<file path="config.mk">
export PLATFORM = sky130hd
export DESIGN_NAME = rgb565_gray_stream_flat
export DESIGN_NICKNAME = d
export VERILOG_FILES = /design/src/rtl/rgb565_gray_stream_pkg.sv /design/src/rtl/rgb565_gray_stream_if.sv /design/src/rtl/rgb565_gray_stream_luma_mac.sv /design/src/rtl/rgb565_gray_stream.sv /design/src/flat_wrapper.sv
export SDC_FILE = /design/constraint.sdc
export NUM_CORES = 1
export LEC_CHECK = 0
export ABC_AREA = 0
export CORE_ASPECT_RATIO = 0.5
export CORE_MARGIN = 10
export CORE_UTILIZATION = 61
export CTS_CLUSTER_DIAMETER = 80
export CTS_CLUSTER_SIZE = 24
export DETAILED_ROUTE_END_ITERATION = 10
export PLACE_DENSITY = 0.82
export SLEW_MARGIN = 0
export SYNTH_ARGS = -nofsm -noshare
export SYNTH_HDL_FRONTEND = slang
export SYNTH_HIERARCHICAL = 1
export SYNTH_SLANG_ARGS = --single-unit
</file>
<file path="constraint.sdc">
create_clock -name clk -period 4.2 [get_ports clk]
set_clock_uncertainty 0.2 [all_clocks]
set_input_delay 0.42 -clock clk [delete_from_list [all_inputs] [get_ports clk]]
set_output_delay 0.42 -clock clk [all_outputs]
set_load 0.05 [all_outputs]
</file>
<file path="src/rtl/rgb565_gray_stream_pkg.sv">
// Shared pixel types, luma coefficients and the RGB565 channel expansion helper
// used by the grayscale conversion pipeline.
package rgb565_gray_stream_pkg;

    typedef struct packed {
        logic [4:0] r;
        logic [5:0] g;
        logic [4:0] b;
    } rgb565_t;

    typedef struct packed {
        logic [7:0] r;
        logic [7:0] g;
        logic [7:0] b;
    } rgb888_t;

    // BT.601-style luma weights scaled by 256; they sum to 256 so white maps to 255
    localparam logic [15:0] LUMA_CR  = 16'd77;
    localparam logic [15:0] LUMA_CG  = 16'd150;
    localparam logic [15:0] LUMA_CB  = 16'd29;
    localparam logic [15:0] LUMA_RND = 16'd128;

    // Replicate the channel MSBs into the new LSBs so full scale maps to 8'hFF
    function automatic rgb888_t expand565(input rgb565_t p);
        rgb888_t e;
        e.r = {p.r, p.r[4:2]};
        e.g = {p.g, p.g[5:4]};
        e.b = {p.b, p.b[4:2]};
        return e;
    endfunction

endpackage

</file>
<file path="src/rtl/rgb565_gray_stream_if.sv">
// Pixel stream bundle: RGB565 input side (x_*), tagged grayscale output side (y_*)
// and the per-frame status pulses. The converter uses the slave view.
interface rgb565_gray_stream_if #(
    parameter int IMG_WIDTH  = 320,
    parameter int IMG_HEIGHT = 240,
    parameter int W          = 8
);
    localparam int COL_W = $clog2(IMG_WIDTH);
    localparam int ROW_W = $clog2(IMG_HEIGHT);

    logic             x_valid;
    logic             x_ready;
    logic [15:0]      x_data;
    logic             x_sof;
    logic             y_valid;
    logic             y_ready;
    logic [W-1:0]     y_data;
    logic             y_sof;
    logic             y_eol;
    logic [COL_W-1:0] y_col;
    logic [ROW_W-1:0] y_row;
    logic             frame_done;
    logic             frame_err;

    modport slave (
        input  x_valid, x_data, x_sof, y_ready,
        output x_ready, y_valid, y_data, y_sof, y_eol, y_col, y_row, frame_done, frame_err
    );

    modport master (
        output x_valid, x_data, x_sof, y_ready,
        input  x_ready, y_valid, y_data, y_sof, y_eol, y_col, y_row, frame_done, frame_err
    );
endinterface

</file>
<file path="src/rtl/rgb565_gray_stream_luma_mac.sv">
// Combinational front of the luma datapath: widen each RGB565 channel to 8 bits
// and form the three weighted products that stage 1 registers.
module luma_mac
    import rgb565_gray_stream_pkg::*;
(
    input  rgb565_t     pix,
    output logic [15:0] p_r,
    output logic [15:0] p_g,
    output logic [15:0] p_b
);
    rgb888_t e_s;

    // Expand channels and multiply; each product fits in 16 bits (max 150*255)
    always_comb begin
        e_s = expand565(pix);
        p_r = LUMA_CR * {8'h00, e_s.r};
        p_g = LUMA_CG * {8'h00, e_s.g};
        p_b = LUMA_CB * {8'h00, e_s.b};
    end
endmodule

</file>
<file path="src/rtl/rgb565_gray_stream.sv">
// RGB565 -> 8-bit grayscale stream converter. Two pipeline stages share one
// global enable so a stalled output freezes the whole pipe; output beats are
// tagged with raster position, start-of-frame and end-of-line, and frame
// completion / truncation are reported as single-cycle pulses.
module rgb565_gray_stream
    import rgb565_gray_stream_pkg::*;
#(
    parameter int IMG_WIDTH  = 320,
    parameter int IMG_HEIGHT = 240,
    parameter int W          = 8
) (
    input  logic                 clk,
    input  logic                 rst,
    rgb565_gray_stream_if.slave  bus
);
    localparam int COL_W = $clog2(IMG_WIDTH);
    localparam int ROW_W = $clog2(IMG_HEIGHT);
    localparam logic [COL_W-1:0] COL_LAST = COL_W'(IMG_WIDTH - 1);
    localparam logic [ROW_W-1:0] ROW_LAST = ROW_W'(IMG_HEIGHT - 1);

    if (W != 8) begin : g_w_check
        $error("rgb565_gray_stream: W must be 8");
    end

    logic             en_s;
    logic [15:0]      pr_s, pg_s, pb_s;
    logic [16:0]      sum_s;
    logic [W-1:0]     gray_s;

    logic             s1_valid_r, s1_sof_r;
    logic [15:0]      s1_pr_r, s1_pg_r, s1_pb_r;
    logic             y_valid_r, y_sof_r;
    logic [W-1:0]     y_data_r;

    logic [COL_W-1:0] col_r, tag_col_s;
    logic [ROW_W-1:0] row_r, tag_row_s;
    logic             at_origin_s, col_last_s, row_last_s, fire_s;
    logic             frame_done_r, frame_err_r;

    luma_mac u_mac (
        .pix (rgb565_t'(bus.x_data)),
        .p_r (pr_s),
        .p_g (pg_s),
        .p_b (pb_s)
    );

    // Global enable: the pipe moves whenever the output slot is empty or draining
    always_comb begin
        en_s  = !y_valid_r || bus.y_ready;
        sum_s = {1'b0, s1_pr_r} + {1'b0, s1_pg_r} + {1'b0, s1_pb_r} + {1'b0, LUMA_RND};
        gray_s = W'(sum_s >> 5'd8);
    end

    // Pipeline stages: stage 1 holds products, stage 2 holds the rounded luma
    always_ff @(posedge clk) begin
        if (rst) begin
            s1_valid_r <= 1'b0;
            s1_sof_r   <= 1'b0;
            s1_pr_r    <= 16'd0;
            s1_pg_r    <= 16'd0;
            s1_pb_r    <= 16'd0;
            y_valid_r  <= 1'b0;
            y_sof_r    <= 1'b0;
            y_data_r   <= {W{1'b0}};
        end else if (en_s) begin
            s1_valid_r <= bus.x_valid;
            s1_sof_r   <= bus.x_valid && bus.x_sof;
            s1_pr_r    <= pr_s;
            s1_pg_r    <= pg_s;
            s1_pb_r    <= pb_s;
            y_valid_r  <= s1_valid_r;
            y_sof_r    <= s1_valid_r && s1_sof_r;
            y_data_r   <= gray_s;
        end
    end

    // Position of the beat on the output: an explicit sof re-tags it as (0,0)
    always_comb begin
        at_origin_s = (col_r == {COL_W{1'b0}}) && (row_r == {ROW_W{1'b0}});
        if (y_sof_r) begin
            tag_col_s = {COL_W{1'b0}};
            tag_row_s = {ROW_W{1'b0}};
        end else begin
            tag_col_s = col_r;
            tag_row_s = row_r;
        end
        col_last_s = (tag_col_s == COL_LAST);
        row_last_s = (tag_row_s == ROW_LAST);
        fire_s     = y_valid_r && bus.y_ready;
    end

    // Raster counters and frame status pulses, advanced per delivered beat
    always_ff @(posedge clk) begin
        if (rst) begin
            col_r        <= {COL_W{1'b0}};
            row_r        <= {ROW_W{1'b0}};
            frame_done_r <= 1'b0;
            frame_err_r  <= 1'b0;
        end else begin
            frame_done_r <= 1'b0;
            frame_err_r  <= 1'b0;
            if (fire_s) begin
                frame_err_r <= y_sof_r && !at_origin_s;
                if (col_last_s) begin
                    col_r <= {COL_W{1'b0}};
                    if (row_last_s) begin
                        row_r        <= {ROW_W{1'b0}};
                        frame_done_r <= 1'b1;
                    end else begin
                        row_r <= tag_row_s + ROW_W'(1'b1);
                    end
                end else begin
                    col_r <= tag_col_s + COL_W'(1'b1);
                    row_r <= tag_row_s;
                end
            end
        end
    end

    assign bus.x_ready    = en_s;
    assign bus.y_valid    = y_valid_r;
    assign bus.y_data     = y_data_r;
    assign bus.y_sof      = y_valid_r && (y_sof_r || at_origin_s);
    assign bus.y_eol      = col_last_s;
    assign bus.y_col      = tag_col_s;
    assign bus.y_row      = tag_row_s;
    assign bus.frame_done = frame_done_r;
    assign bus.frame_err  = frame_err_r;
endmodule

</file>
<file path="src/flat_wrapper.sv">
// flat-port wrapper written by rule: the top's interface ports become plain ports
module rgb565_gray_stream_flat import rgb565_gray_stream_pkg::*;
#(
    parameter int IMG_WIDTH  = 320,
    parameter int IMG_HEIGHT = 240,
    parameter int W          = 8
)
  (clk, rst, bus_x_valid, bus_x_data, bus_x_sof, bus_y_ready, bus_x_ready, bus_y_valid, bus_y_data, bus_y_sof, bus_y_eol, bus_y_col, bus_y_row, bus_frame_done, bus_frame_err);
  rgb565_gray_stream_if #(.IMG_WIDTH(IMG_WIDTH), .IMG_HEIGHT(IMG_HEIGHT), .W(W)) bus_i ();
  input  logic clk;
  input  logic rst;
  input wire logic [$bits(bus_i.x_valid)-1:0] bus_x_valid;
  input wire logic [$bits(bus_i.x_data)-1:0] bus_x_data;
  input wire logic [$bits(bus_i.x_sof)-1:0] bus_x_sof;
  input wire logic [$bits(bus_i.y_ready)-1:0] bus_y_ready;
  output wire logic [$bits(bus_i.x_ready)-1:0] bus_x_ready;
  output wire logic [$bits(bus_i.y_valid)-1:0] bus_y_valid;
  output wire logic [$bits(bus_i.y_data)-1:0] bus_y_data;
  output wire logic [$bits(bus_i.y_sof)-1:0] bus_y_sof;
  output wire logic [$bits(bus_i.y_eol)-1:0] bus_y_eol;
  output wire logic [$bits(bus_i.y_col)-1:0] bus_y_col;
  output wire logic [$bits(bus_i.y_row)-1:0] bus_y_row;
  output wire logic [$bits(bus_i.frame_done)-1:0] bus_frame_done;
  output wire logic [$bits(bus_i.frame_err)-1:0] bus_frame_err;
  assign bus_i.x_valid = bus_x_valid;
  assign bus_i.x_data = bus_x_data;
  assign bus_i.x_sof = bus_x_sof;
  assign bus_i.y_ready = bus_y_ready;
  assign bus_x_ready = bus_i.x_ready;
  assign bus_y_valid = bus_i.y_valid;
  assign bus_y_data = bus_i.y_data;
  assign bus_y_sof = bus_i.y_sof;
  assign bus_y_eol = bus_i.y_eol;
  assign bus_y_col = bus_i.y_col;
  assign bus_y_row = bus_i.y_row;
  assign bus_frame_done = bus_i.frame_done;
  assign bus_frame_err = bus_i.frame_err;
  rgb565_gray_stream #(.IMG_WIDTH(IMG_WIDTH), .IMG_HEIGHT(IMG_HEIGHT), .W(W)) u_core (.clk(clk), .rst(rst), .bus(bus_i));
endmodule
</file>
==> impl_summary.txt, run 1 <==
----------------------------------------------------
[Status]
  Outcome ... finished clean

[Synth]
  Post-Syn Instances ... 910
  Area share of the largest cell type after synthesis ... 0.2133
  Async set or reset register ratio after synthesis ... 0
  Synth Cell Area ... 7416 um2
  Number of unique standard cell types used by synthesis ... 71
  Fraction of the yosys area taken by sequential cells ... 0.2133
  Area leader, netlist ... sky130_fd_sc_hd__dfxtp_1
  Post-synthesis sequential element count ... 79
  YS warnings ... 6
  Number of enable-type register cells in the synthesized netlist ... 0
  Top cells by area in the synthesized netlist ... sky130_fd_sc_hd__dfxtp_1 (21%), sky130_fd_sc_hd__ha_1 (21%), sky130_fd_sc_hd__fa_1 (11%), sky130_fd_sc_hd__a21oi_1 (6.7%), sky130_fd_sc_hd__nand2_1 (6.6%)
  Ys flop type ... sky130_fd_sc_hd__dfxtp_1
  Synthesized area per cell ... 8.149 um2

[Job]
  Reported max-cap violation count ... 0

[Detailed routing]
  Total DRC errors in the routed layout ... 0
  WL per Instance ... 14.69 um
  Total Routed Length ... 16810 um
  Number of DRC markers in iteration 0 ... 612
  Post-detailed-route count of antenna-violating nets ... 0
  Vias ... 6352
  Via density per instance ... 5.552
  Detailed-routing iteration count for the pre-antenna-repair pass ... 5

[Worst setup path]
  Cell family with the largest share of critical-path delay ... adder cells
  Slowest library cell on the worst path ... sky130_fd_sc_hd__fa_1
  R2R depth ... 11
  Worst stage delay on the critical path ... 520 ps
  Crit. path cell count ... 15
  Critical-path maximum fanout ... 2
  Chain of cells forming the critical path ... clkdlybuf4s50_1, ha_1, ha_1, inv_1, fa_1, fa_1, inv_1, ha_1, and3_2, a221oi_2, a211oi_1, or3_1, a21o_1, nand2_1, a21oi_1
  Critical Path Sink Type ... register
  Worst-case register-to-register setup slack ... 920 ps
  Cell with the most instances on the worst path ... sky130_fd_sc_hd__ha_1
  Worst reg2reg path startpoint ... u_core/s1_pr_r[4]
  Data required time at the worst endpoint ... 4180 ps
  Critical path startpoint category ... input port
  Data arrival time of the critical path ... 4050 ps
  Worst R2R End ... u_core/bus.y_data[1]
  Startpoint-to-endpoint class of the critical path ... input port to register
  Sum of buffers and inverters on the critical path ... 3

[Hold path]
  Hold path start ... u_core/bus.y_data[3]
  Min-delay worst type ... register to register
  WHS Path Cells ... 2
  Destination of the worst hold path ... u_core/bus.y_data[3]

[Floorplan]
  Initial standard-cell utilization of the core ... 0.6263
  DIE HEIGHT ... 97.97 um
  Standard cell core area ... 11840 um2
  Floorplan die area ... 17240 um2
  Width of the die ... 175.9 um
  I/O pin cnt ... 52
  Floorplan row count ... 28

[STA]
  Setup TNS ... 0 ps
  Headroom to the max-slew limit ... 0.2902
  Actual transition at the worst max-transition pin ... 1065 ps
  Setup-failing EPs final ... 0
  Top achievable clock speed ... 0.2454 GHz
  Unrepaired setup endpoints after global routing ... yes
  Final period demand of the worst path ... 4075 ps
  Final worst hold slack ... 251.9 ps
  Part of the cycle the worst path needs ... 0.9703
  Final Max Slew Viols ... 0
  Final count of hold timing violations ... 0

[Clock tree]
  CTS tree ... done
  Hold-fix buffers at CTS ... 0
  Sinks on the clock net ... 79
  Clock root buffer master ... sky130_fd_sc_hd__clkbuf_16
  Number of buffers added by the clock tree synthesis step ... 9
  Worst-case clock buffer depth ... 2
  Total number of H-tree levels ... 3
  Clock transition at path regs ... 60 ps
  Worst-skew pair later-pin latency ... 350 ps

[Pwr]
  Power Total ... 0.004394 W
  PwrDens ... 514.0 nW/um2
  Total leakage power ... 4.164 nW
  Maximum vdd drop ... 0.0003611 V

[Cells and area]
  Ant. Diodes ... 0
  Number of nets in the final layout ... 1158
  Fill cells ... 928
  Filler-free cell count of the finished design ... 1144
  Syn-to-layout area delta ... 15.27%
  Area taken by multi-input logic gates ... 5159 um2
  Layout cells sized above 1 ... 0.08172
  Area of all sequential standard cells ... 1582 um2

[Global route]
  Initial antenna violation count ... 0
  GRT Util Overall ... 0.1924
  Pin count of the biggest net entering global routing ... 63
  Grt total ovfl ... 0
  Number of global-route vias before repair ... 6121
  Wire length of the first global-routing pass ... 28430 um

[Place]
  HPWL after DPL ... 12910 um
  Placed cell count ... 1128
  Number of I/O port buffers ... 51
  Routability Congestion ... 0.9275

----------------------------------------------------
kinds of logic after synthesis:
family | after synthesis | share of synthesized area
other | 1 | 0.0005057
buffers and inverters | 169 | 0.09566
adder cells (fa/ha/maj) | 163 | 0.3145
XOR/XNOR | 30 | 0.03729
flip-flops | 79 | 0.2133
AO/OA/AOI/OAI | 184 | 0.1475
AND/OR/NAND/NOR | 281 | 0.1871
multiplexers | 3 | 0.004218
flip-flops by register name, summed over array words and instances (netlist names):
| register | cells |
|---|---|
| u_core/s1_pg_r | 16 |
| u_core/s1_pb_r | 16 |
| u_core/row_r | 8 |
| u_core/bus.frame_done | 1 |
| u_core/bus.frame_err | 1 |
| u_core/col_r | 9 |
| u_core/bus.y_valid | 1 |
| u_core/bus.y_data | 8 |
| u_core/s1_valid_r | 1 |
| u_core/s1_pr_r | 16 |
| u_core/s1_sof_r | 1 |
| u_core/y_sof_r | 1 |
how the worst max path moves through the flow:
stage	startpoint	endpoint
after floorplan	bus_x_data[7]	u_core/s1_pg_r[14]
after global placement	bus_x_data[7]	u_core/s1_pg_r[14]
after detailed placement	bus_x_data[7]	u_core/s1_pg_r[14]
after CTS	bus_x_data[7]	u_core/s1_pg_r[14]
after global routing	bus_x_data[7]	u_core/s1_pg_r[13]
final	bus_x_data[7]	u_core/s1_pg_r[15]
where the power goes:
group	switching (W)	internal (W)
clock network	0.000326	0.000463
registers	0.0000912	0.000902
logic	0.00147	0.00114
cell usage after synthesis, types with 2 or more instances:
cell type	number
sky130_fd_sc_hd__nand2_1	131
sky130_fd_sc_hd__ha_1	124
sky130_fd_sc_hd__inv_1	122
sky130_fd_sc_hd__a21oi_1	100
sky130_fd_sc_hd__dfxtp_1	79
sky130_fd_sc_hd__fa_1	39
sky130_fd_sc_hd__nor2_1	33
sky130_fd_sc_hd__o21ai_0	30
sky130_fd_sc_hd__clkbuf_1	29
sky130_fd_sc_hd__nor2b_1	23
sky130_fd_sc_hd__xnor2_1	19
sky130_fd_sc_hd__nand3_1	16
sky130_fd_sc_hd__nor3_1	13
sky130_fd_sc_hd__a21o_1	11
sky130_fd_sc_hd__buf_4	10
sky130_fd_sc_hd__xor2_1	10
sky130_fd_sc_hd__nand4_1	9
sky130_fd_sc_hd__nor4_1	9
sky130_fd_sc_hd__o21a_1	8
sky130_fd_sc_hd__and3_1	7
sky130_fd_sc_hd__nand4b_1	6
sky130_fd_sc_hd__or3_1	6
sky130_fd_sc_hd__nand2b_1	4
sky130_fd_sc_hd__nand3b_1	4
sky130_fd_sc_hd__o31ai_1	4
sky130_fd_sc_hd__buf_1	3
sky130_fd_sc_hd__o311ai_0	3
sky130_fd_sc_hd__a211oi_1	2
sky130_fd_sc_hd__a21boi_0	2
sky130_fd_sc_hd__a31oi_1	2
sky130_fd_sc_hd__a32oi_1	2
sky130_fd_sc_hd__and3_2	2
sky130_fd_sc_hd__and4b_1	2
sky130_fd_sc_hd__buf_6	2
sky130_fd_sc_hd__mux2i_1	2
sky130_fd_sc_hd__nor3_2	2
sky130_fd_sc_hd__nor3b_1	2
sky130_fd_sc_hd__o211ai_1	2
sky130_fd_sc_hd__o21bai_1	2
sky130_fd_sc_hd__or2_2	2
sky130_fd_sc_hd__or4_1	2
tightest hold or removal path, stage by stage, from the launching register on:
cell                      delay (ps)
sky130_fd_sc_hd__dfxtp_1         310
sky130_fd_sc_hd__nand2_1          50
sky130_fd_sc_hd__a21oi_1          50
layer usage:
layer  wire length, um  vias up  global-route usage
met1              7727     2985              0.2418
met3               696       25             0.03190
met4               269        0             0.05181
met5                 0        -                   0
li1                  -     3183                   -
met2              8117      159              0.3349
layout by cell type, fill, tap and decap left out, types with 3 or more instances in the layout:
master                            Yosys  layout
sky130_fd_sc_hd__fa_1                39      39
sky130_fd_sc_hd__conb_1               1       5
sky130_fd_sc_hd__ha_1               124     124
sky130_fd_sc_hd__nor3_1              13      13
sky130_fd_sc_hd__nand4_1              9       9
sky130_fd_sc_hd__nor4_1               9       8
sky130_fd_sc_hd__nand4b_1             6       6
sky130_fd_sc_hd__clkbuf_16            0       9
sky130_fd_sc_hd__xor2_1              10      10
sky130_fd_sc_hd__nor2b_1             23      22
sky130_fd_sc_hd__a21oi_1            100      99
sky130_fd_sc_hd__and3_1               7       7
sky130_fd_sc_hd__dfxtp_1             79      79
sky130_fd_sc_hd__xnor2_1             19      19
sky130_fd_sc_hd__nand2_1            131     131
sky130_fd_sc_hd__o31ai_1              4       4
sky130_fd_sc_hd__clkdlybuf4s50_1      0      50
sky130_fd_sc_hd__or3_1                6       6
sky130_fd_sc_hd__nor2_1              33      33
sky130_fd_sc_hd__nand3_1             16      16
sky130_fd_sc_hd__clkinvlp_4           0       3
sky130_fd_sc_hd__nand3b_1             4       4
sky130_fd_sc_hd__inv_1              122     121
sky130_fd_sc_hd__buf_4               10      44
sky130_fd_sc_hd__o21a_1               8       8
sky130_fd_sc_hd__a21o_1              11      11
sky130_fd_sc_hd__o21ai_0             30      30
sky130_fd_sc_hd__nand2b_1             4       4
through the flow:
step | area, um2 | utilization | setup slack (ps)
final | 8548 | 0.7219 | 124.7
after floorplan | 7431 | - | 330.6
after global placement | 8238 | 0.6957 | -260.6
after CTS | 8537 | 0.7209 | 35.34
after detailed placement | 8238 | 0.6957 | -330.6
after global routing | 8548 | 0.7219 | -13.86
area by class of cell:
| cell class | count | area share |
|---|---|---|
| Clock buffer | 10 | 0.02679 |
| Clock inverter | 6 | 0.008197 |
| Timing Repair Buffer | 95 | 0.09778 |
| Multi-Input combinational cell | 666 | 0.6035 |
| Inverter | 123 | 0.05460 |
| Sequential cell | 79 | 0.1850 |
| Tap cell | 165 | 0.02415 |
timing repair:
item                       in CTS  in global routing
buffers inserted                0                  0
setup endpoints to repair       0                  4
resized for setup               0                  4
(Power assumes the default switching activity.)
==> run 2: changes to the inputs <==
--- a/config.mk
+++ b/config.mk
@@ -13,6 +13,8 @@
 export CTS_CLUSTER_SIZE = 24
 export DETAILED_ROUTE_END_ITERATION = 10
 export PLACE_DENSITY = 0.82
+export RECOVER_POWER = 50
+export SETUP_SLACK_MARGIN = 0.05
 export SLEW_MARGIN = 0
 export SYNTH_ARGS = -nofsm -noshare
 export SYNTH_HDL_FRONTEND = slang
==> constraint.sdc (replaced) <==
create_clock -name clk -period 4.2 [get_ports clk]
set_clock_uncertainty 0.2 [all_clocks]
set_input_delay 0.84 -clock clk [delete_from_list [all_inputs] [get_ports clk]]
set_output_delay 0.84 -clock clk [all_outputs]
set_load 0.05 [all_outputs]
==> run 2 against run 1 <==
Fmax grew 0.14%. Critical path depth is the same. Final cell count grew 2.3%. First-iteration DRC count shrank 6.4%. Sequential power is essentially flat. Die area is the same. Wire length grew 8.1%. Critical endpoint unchanged.
==> impl_summary.txt, run 2 (synthesis results as in run 1) <==
----------------------------------------------------
[STA]
  Actual transition at the worst max-transition pin ... 1172 ps (+107.3 ps)
  Final Max Slew Viols ... 0 (unchanged)
  Final count of hold timing violations ... 0 (unchanged)
  Part of the cycle the worst path needs ... 0.9689 (-0.001392)
  Headroom to the max-slew limit ... 0.2187 (-0.07150)
  Top achievable clock speed ... 0.2457 GHz (+0.14%)
  Final period demand of the worst path ... 4069 ps (-5.848 ps)
  Setup-failing EPs final ... 0 (unchanged)
  Unrepaired setup endpoints after global routing ... no

[Clock tree]
  Total number of H-tree levels ... 3 (unchanged)
  CTS tree ... done
  Clock root buffer master ... sky130_fd_sc_hd__clkbuf_16
  Sinks on the clock net ... 79 (unchanged)
  Clock transition at path regs ... 60 ps (about the same)
  Worst-case clock buffer depth ... 2 (unchanged)
  Worst-skew pair later-pin latency ... 340 ps (about the same)
  Number of buffers added by the clock tree synthesis step ... 9 (unchanged)

[Worst setup path]
  Critical Path Sink Type ... register
  Worst R2R End ... u_core/bus.y_data[2]
  Worst reg2reg path startpoint ... u_core/s1_pr_r[4]
  Data arrival time of the critical path ... 4090 ps (+40 ps)
  Worst-case register-to-register setup slack ... 900 ps (-20 ps)
  Startpoint-to-endpoint class of the critical path ... input port to register
  R2R depth ... 11 (unchanged)
  Data required time at the worst endpoint ... 4220 ps (+40 ps)
  Critical path startpoint category ... input port
  Critical-path maximum fanout ... 3 (+1)

[Global route]
  Most used routing layer in global routing ... met2
  GR Util met2 ... 0.3612 (+0.02628)
  Met3 capacity usage during global routing ... 0.03190 (unchanged)
  Initial antenna violation count ... 0 (unchanged)
  Met1 usage ... 0.2550 (+0.01314)
  Pin count of the biggest net entering global routing ... 63 (unchanged)
  Number of global-route vias before repair ... 6469 (+5.7%)
  Wire length of the first global-routing pass ... 30160 um (+6.1%)
  Grt total ovfl ... 0 (unchanged)
  GRT Util Overall ... 0.2052 (+0.01277)

[Cells and area]
  Ant. Diodes ... 0 (unchanged)
  Syn-to-layout area delta ... 20.92%
  Number of nets in the final layout ... 1186 (+2.4%)
  Leading registers by flop count ... u_core/s1_pb_r: 16 flops, u_core/s1_pg_r: 16 flops, u_core/s1_pr_r: 16 flops
  Finished layout cell area ... 8967 um2 (+4.9%)
  Fill cells ... 877 (-5.5%)
  Layout cells sized above 1 ... 0.1423 (+0.06057)
  Most common cell after layout, fill and taps aside ... sky130_fd_sc_hd__nand2_1
  Leading cell types in the layout, fill and taps excluded ... sky130_fd_sc_hd__nand2_1 (131), sky130_fd_sc_hd__ha_1 (115), sky130_fd_sc_hd__inv_1 (113)
  Final core area utilization ... 0.7573 (+0.03540)

[Detailed routing]
  Vias ... 6542 (+3.0%)
  Number of DRC markers in iteration 0 ... 573 (-6.4%)
  WL per Instance ... 15.54 um (+5.7%)
  Post-detailed-route count of antenna-violating nets ... 0 (unchanged)
  Total DRC errors in the routed layout ... 0 (unchanged)
  Detailed-routing iteration count for the pre-antenna-repair pass ... 5 (unchanged)
  Total Routed Length ... 18180 um (+8.1%)
  Via density per instance ... 5.591 (+0.70%)

[Hold path]
  Destination of the worst hold path ... u_core/bus.y_data[3]
  WHS Path Cells ... 2 (unchanged)
  Min-delay worst type ... register to register
  Hold path start ... u_core/bus.y_data[3]

[Place]
  Number of I/O port buffers ... 51 (unchanged)
  HPWL after DPL ... 13450 um (+4.2%)
  Total cell area at the placement stage ... 8468 um2 (+2.8%)
  Routability Congestion ... 0.8754 (-5.6%)

[Pwr]
  Maximum vdd drop ... 0.0003437 V (-4.8%)
  PwrDens ... 522.3 nW/um2 (+1.6%)
  Part of the power in the clock network ... 0.181 (about the same)
  Power Total ... 0.004684 W (+6.6%)
  Switching power ... 0.001954 W (+3.4%)
  Relative contribution of sequential cells to total power ... 0.212 (-0.014)
  Total leakage power ... 4.436 nW (+6.5%)
  Cell-internal power ... 0.002730 W (+9.1%)
  Switching power share of the total ... 0.4171 (-0.01314)
  Combinational fraction of design power ... 0.608 (+0.014)

[Status]
  Outcome ... finished clean

[Floorplan]
  I/O pin cnt ... 52 (unchanged)
  Initial standard-cell utilization of the core ... 0.6263 (unchanged)
  DIE HEIGHT ... 97.97 um (unchanged)
  Floorplan die area ... 17240 um2 (unchanged)
  Standard cell core area ... 11840 um2 (unchanged)
  Width of the die ... 175.9 um (unchanged)
  Floorplan row count ... 28 (unchanged)

[Job]
  Reported max-cap violation count ... 0 (unchanged)

----------------------------------------------------
## run 2: cell count changes in the layout (fill, tap and decap cells not counted), moves of 7 or more
cell / change
sky130_fd_sc_hd__clkdlybuf4s50_1: -31
sky130_fd_sc_hd__buf_4: +27
sky130_fd_sc_hd__inv_1: -8
sky130_fd_sc_hd__ha_4: +8
sky130_fd_sc_hd__dlymetal6s2s_1: +9
sky130_fd_sc_hd__a21oi_1: -8
sky130_fd_sc_hd__a21oi_2: +7
sky130_fd_sc_hd__inv_2: +8
sky130_fd_sc_hd__ha_1: -9
sky130_fd_sc_hd__dlygate4sd3_1: +15
## run 2: stage by stage
step                instances  hold WS [ps]  TNS [ps]  setup WS (ps)
detailed placement       1154         245.2     -7402         -547.5
global placement         1154         239.4     -5638         -433.8
finish                   1170         249.5         0          130.6
floorplan                 914         231.6         0          79.05
CTS                      1169         252.1         0          6.119
global route             1170         270.8         0          7.564
## run 2: worst max-delay path by stage
stage                          to  slack, ps           from
4_1_cts        u_core/s1_pb_r[10]          6  bus_x_data[0]
6_report       u_core/s1_pg_r[15]        130  bus_x_data[7]
2_1_floorplan  u_core/s1_pg_r[15]         80  bus_x_data[7]
3_5_place_dp   u_core/s1_pg_r[15]       -550  bus_x_data[7]
3_3_place_gp   u_core/s1_pb_r[12]       -430  bus_x_data[0]
5_1_grt        u_core/s1_pg_r[13]          8  bus_x_data[5]
## run 2: what timing repair did
item / CTS / global route
resized for setup: 21 / 46
hold buffers: 0 / 0
cloned: 0 / 0
setup endpoints to repair: 13 / 17
pin swaps: 18 / 28
buffers inserted: 1 / 1
## run 2: power groups by stage
| stage | Sequential [W] | Combinational, W | Clock, W |
|---|---|---|---|
| floorplan | 0.00108 | 0.00179 | 0 |
| global placement | 0.00100 | 0.00257 | 0 |
| detailed placement | 0.00101 | 0.00265 | 0 |
| CTS | 0.000993 | 0.00275 | 0.000858 |
| global route | 0.00101 | 0.00320 | 0.000885 |
| finish | 0.000992 | 0.00285 | 0.000846 |
## run 2: layout make-up
class	count	area (um2)	share of cell area
repair buffers	123	1049	0.1169
well taps	165	206.4	0.02302
clock inverters	3	67.56	0.007535
inverters	123	462.9	0.05163
multi-input cells	666	5348	0.5963
clock buffers	11	252.7	0.02818
flip-flops and latches	79	1582	0.1764
## run 2: routing by layer
layer	vias up	share of wire
met5	-	0
met4	0	0.015
met3	27	0.049
met2	192	0.49
met1	3082	0.44
li1	3241	-
## run 2: critical path: stages
cell and delay (ps):
sky130_fd_sc_hd__clkbuf_2 110, sky130_fd_sc_hd__ha_4 240, sky130_fd_sc_hd__ha_1 280, sky130_fd_sc_hd__inv_2 40
sky130_fd_sc_hd__fa_1 480, sky130_fd_sc_hd__fa_1 550, sky130_fd_sc_hd__inv_2 50, sky130_fd_sc_hd__ha_4 230
sky130_fd_sc_hd__and3_4 170, sky130_fd_sc_hd__a221oi_4 310, sky130_fd_sc_hd__a211oi_2 110, sky130_fd_sc_hd__or3_1 380
sky130_fd_sc_hd__a21o_1 170, sky130_fd_sc_hd__nand2_1 60, sky130_fd_sc_hd__a21oi_1 70
==> run 3: changes to the inputs <==
--- a/config.mk
+++ b/config.mk
@@ -8,11 +8,12 @@
 export ABC_AREA = 0
 export CORE_ASPECT_RATIO = 0.5
 export CORE_MARGIN = 10
-export CORE_UTILIZATION = 61
+export CORE_UTILIZATION = 62
+export CTS_BUF_LIST = sky130_fd_sc_hd__clkbuf_2 sky130_fd_sc_hd__clkbuf_4 sky130_fd_sc_hd__clkbuf_8
 export CTS_CLUSTER_DIAMETER = 80
 export CTS_CLUSTER_SIZE = 24
 export DETAILED_ROUTE_END_ITERATION = 10
-export PLACE_DENSITY = 0.82
+export PLACE_DENSITY = 0.83
 export RECOVER_POWER = 50
 export SETUP_SLACK_MARGIN = 0.05
 export SLEW_MARGIN = 0
==> run 3 against run 2 <==
Largest power group unchanged. Core utilization fell by 0.14 points. Critical path type unchanged. Setup slack better by 71 ps. Global-route usage fell by 0.57 points.
==> impl_summary.txt, run 3 (synthesis results as in run 1) <==
----------------------------------------------------
[Status]
  Outcome ... finished clean

[Global route]
  Initial antenna violation count ... 0 (unchanged)
  Wire length of the first global-routing pass ... 29210 um (-3.1%)
  Grt total ovfl ... 0 (unchanged)
  Pin count of the biggest net entering global routing ... 63 (unchanged)
  GRT Util Overall ... 0.1995 (-0.005677)
  Number of global-route vias before repair ... 6268 (-3.1%)

[Clock tree]
  Sinks on the clock net ... 79 (unchanged)
  Hold-fix buffers at CTS ... 0 (unchanged)
  Clock transition at path regs ... 80 ps (+20 ps)
  Total number of H-tree levels ... 3 (unchanged)
  Worst-skew pair later-pin latency ... 360 ps (+20 ps)
  Worst-case clock buffer depth ... 2 (unchanged)
  CTS tree ... done
  Number of buffers added by the clock tree synthesis step ... 9 (unchanged)
  Clock root buffer master ... sky130_fd_sc_hd__clkbuf_8

[Detailed routing]
  WL per Instance ... 15.12 um (-2.7%)
  Total DRC errors in the routed layout ... 0 (unchanged)
  Post-detailed-route count of antenna-violating nets ... 0 (unchanged)
  Vias ... 6552 (+0.15%)
  Detailed-routing iteration count for the pre-antenna-repair pass ... 5 (unchanged)
  Post-Route M1 WL ... 8121 um (+0.83%)
  Number of DRC markers in iteration 0 ... 454 (-21%)
  Via density per instance ... 5.576 (-0.27%)
  Routed met3 length ... 719 um (-19%)
  Met2 routed wirelength ... 8626 um (-3.8%)
  Total Routed Length ... 17760 um (-2.3%)
  Top metal layer carrying routed signals ... met4

[Cells and area]
  Syn-to-layout area delta ... 19.62%
  Layout cells sized above 1 ... 0.1426 (+0.0002857)
  Number of nets in the final layout ... 1189 (+0.25%)
  Fill cells ... 847 (-3.4%)
  Ant. Diodes ... 0 (unchanged)
  Area of all sequential standard cells ... 1582 um2 (unchanged)
  Most common cell after layout, fill and taps aside ... sky130_fd_sc_hd__nand2_1
  Area taken by multi-input logic gates ... 5348 um2 (unchanged)
  Leading cell types in the layout, fill and taps excluded ... sky130_fd_sc_hd__nand2_1 (131), sky130_fd_sc_hd__inv_1 (114), sky130_fd_sc_hd__ha_1 (113)
  Finished layout cell area ... 8871 um2 (-1.1%)
  Leading registers by flop count ... u_core/s1_pb_r: 16 flops, u_core/s1_pg_r: 16 flops, u_core/s1_pr_r: 16 flops

[Floorplan]
  Initial standard-cell utilization of the core ... 0.6319 (+0.005608)
  Floorplan die area ... 17000 um2 (-1.4%)
  Width of the die ... 174.7 um (-0.72%)
  Floorplan row count ... 28 (unchanged)
  I/O pin cnt ... 52 (unchanged)
  Standard cell core area ... 11740 um2 (-0.89%)
  DIE HEIGHT ... 97.34 um (-0.64%)

[Job]
  Reported max-cap violation count ... 0 (unchanged)

[Worst setup path]
  Worst-case register-to-register setup slack ... 940 ps (+40 ps)
  Worst R2R End ... u_core/row_r[5]
  Worst reg2reg path startpoint ... u_core/y_sof_r
  Startpoint-to-endpoint class of the critical path ... input port to register
  Launch point of the critical path ... bus_x_data[6]
  Data arrival time of the critical path ... 4040 ps (-50 ps)
  End of the critical path ... u_core/s1_pg_r[15]
  Data required time at the worst endpoint ... 4240 ps (+20 ps)
  Critical-path maximum fanout ... 4 (+1)
  Critical path startpoint category ... input port
  Critical Path Sink Type ... register
  R2R depth ... 9 (-2)

[STA]
  Headroom to the max-slew limit ... 0.2103 (-0.008420)
  Actual transition at the worst max-transition pin ... 1185 ps (+12.63 ps)
  Top achievable clock speed ... 0.2501 GHz (+1.8%)
  Final worst hold slack ... 254.7 ps (+5.274 ps)
  Part of the cycle the worst path needs ... 0.9520 (-0.01687)
  Final period demand of the worst path ... 3999 ps (-70.87 ps)
  Unrepaired setup endpoints after global routing ... no
  Final Max Slew Viols ... 0 (unchanged)
  Setup-failing EPs final ... 0 (unchanged)
  Final count of hold timing violations ... 0 (unchanged)

[Place]
  Total cell area at the placement stage ... 8468 um2 (unchanged)
  HPWL after DPL ... 13220 um (-1.7%)
  Routability Congestion ... 0.8639 (-1.3%)
  Number of I/O port buffers ... 51 (unchanged)

[Pwr]
  Total leakage power ... 4.356 nW (-1.8%)
  PwrDens ... 498.4 nW/um2 (-4.6%)
  Maximum vdd drop ... 0.0002724 V (-21%)

[Hold path]
  Min-delay worst type ... register to register

----------------------------------------------------
==> run 3: changes by cell type in the layout (fill, tap and decap cells not counted), moves of 2 or more <==
cell,before,now
sky130_fd_sc_hd__clkbuf_8,2,9
sky130_fd_sc_hd__dlygate4sd3_1,15,12
sky130_fd_sc_hd__fa_2,0,2
sky130_fd_sc_hd__fa_1,39,37
sky130_fd_sc_hd__o21ai_0,25,27
sky130_fd_sc_hd__a21oi_2,9,3
sky130_fd_sc_hd__a21oi_1,91,96
sky130_fd_sc_hd__clkinvlp_4,1,3
sky130_fd_sc_hd__ha_1,115,113
sky130_fd_sc_hd__buf_4,71,74
sky130_fd_sc_hd__clkinv_4,0,2
sky130_fd_sc_hd__clkbuf_16,9,0
sky130_fd_sc_hd__dlymetal6s2s_1,9,6
sky130_fd_sc_hd__clkdlybuf4s50_1,19,23
==> run 3: final cells by class <==
cell class,count,share of cell area
clock inverters,6,0.007898
repair buffers,126,0.1203
multi-input cells,666,0.6028
inverters,123,0.05261
flip-flops and latches,79,0.1783
well taps,165,0.02327
clock buffers,10,0.01481
==> run 3: timing repair <==
item,in CTS,in global routing
resized for setup,22,37
setup endpoints to repair,12,17
buffers inserted,3,2
pin swaps,16,26
==> run 3: per-layer routing <==
| layer | up-vias | track usage |
|---|---|---|
| met3 | 32 | 0.03336 |
| met4 | 0 | 0.05052 |
| met2 | 174 | 0.3496 |
| met1 | 3094 | 0.2488 |
| met5 | - | 0 |
| li1 | 3252 | - |
==> run 3: report_power, final <==
group	total [W]	switching, W	internal, W
registers	0.000992	0.0000919	0.000901
clock network	0.000580	0.000295	0.000284
logic	0.00285	0.00154	0.00131
==> run 3: how the worst min path moves through the flow <==
stage	from	end	slack, ps	cells past startpoint
after floorplan	u_core/s1_sof_r	u_core/s1_sof_r	230	2
after global placement	u_core/s1_pb_r[15]	u_core/s1_pb_r[15]	240	2
after detailed placement	u_core/s1_pr_r[5]	u_core/s1_pr_r[5]	250	2
after CTS	u_core/s1_pr_r[8]	u_core/s1_pr_r[8]	260	2
after global routing	u_core/s1_pg_r[8]	u_core/s1_pg_r[8]	280	2
final	u_core/s1_pg_r[9]	u_core/s1_pg_r[9]	250	2
==> run 3: stage by stage <==
stage               power [W]  worst slack [ps]  utilization  setup TNS [ps]  cells
floorplan            0.002877             79.05            -               0    914
global placement     0.003564            -439.2       0.7215           -5229   1154
detailed placement   0.003644            -520.7       0.7215           -6583   1154
CTS                  0.004314             40.36       0.7456               0   1173
global route         0.004813             90.45       0.7559               0   1175
finish               0.004421             201.4       0.7559               0   1175
==> run 3: worst max-delay path, stage by stage <==
cell and delay, ps:
sky130_fd_sc_hd__clkdlybuf4s15_1 190, sky130_fd_sc_hd__ha_1 300, sky130_fd_sc_hd__ha_2 260, sky130_fd_sc_hd__ha_1 270
sky130_fd_sc_hd__inv_1 50, sky130_fd_sc_hd__fa_1 500, sky130_fd_sc_hd__inv_1 70, sky130_fd_sc_hd__ha_4 260
sky130_fd_sc_hd__a21o_1 210, sky130_fd_sc_hd__a221oi_4 350, sky130_fd_sc_hd__a211oi_2 110, sky130_fd_sc_hd__or3_1 350
sky130_fd_sc_hd__a21o_1 160, sky130_fd_sc_hd__nand2_1 50, sky130_fd_sc_hd__a21oi_1 60
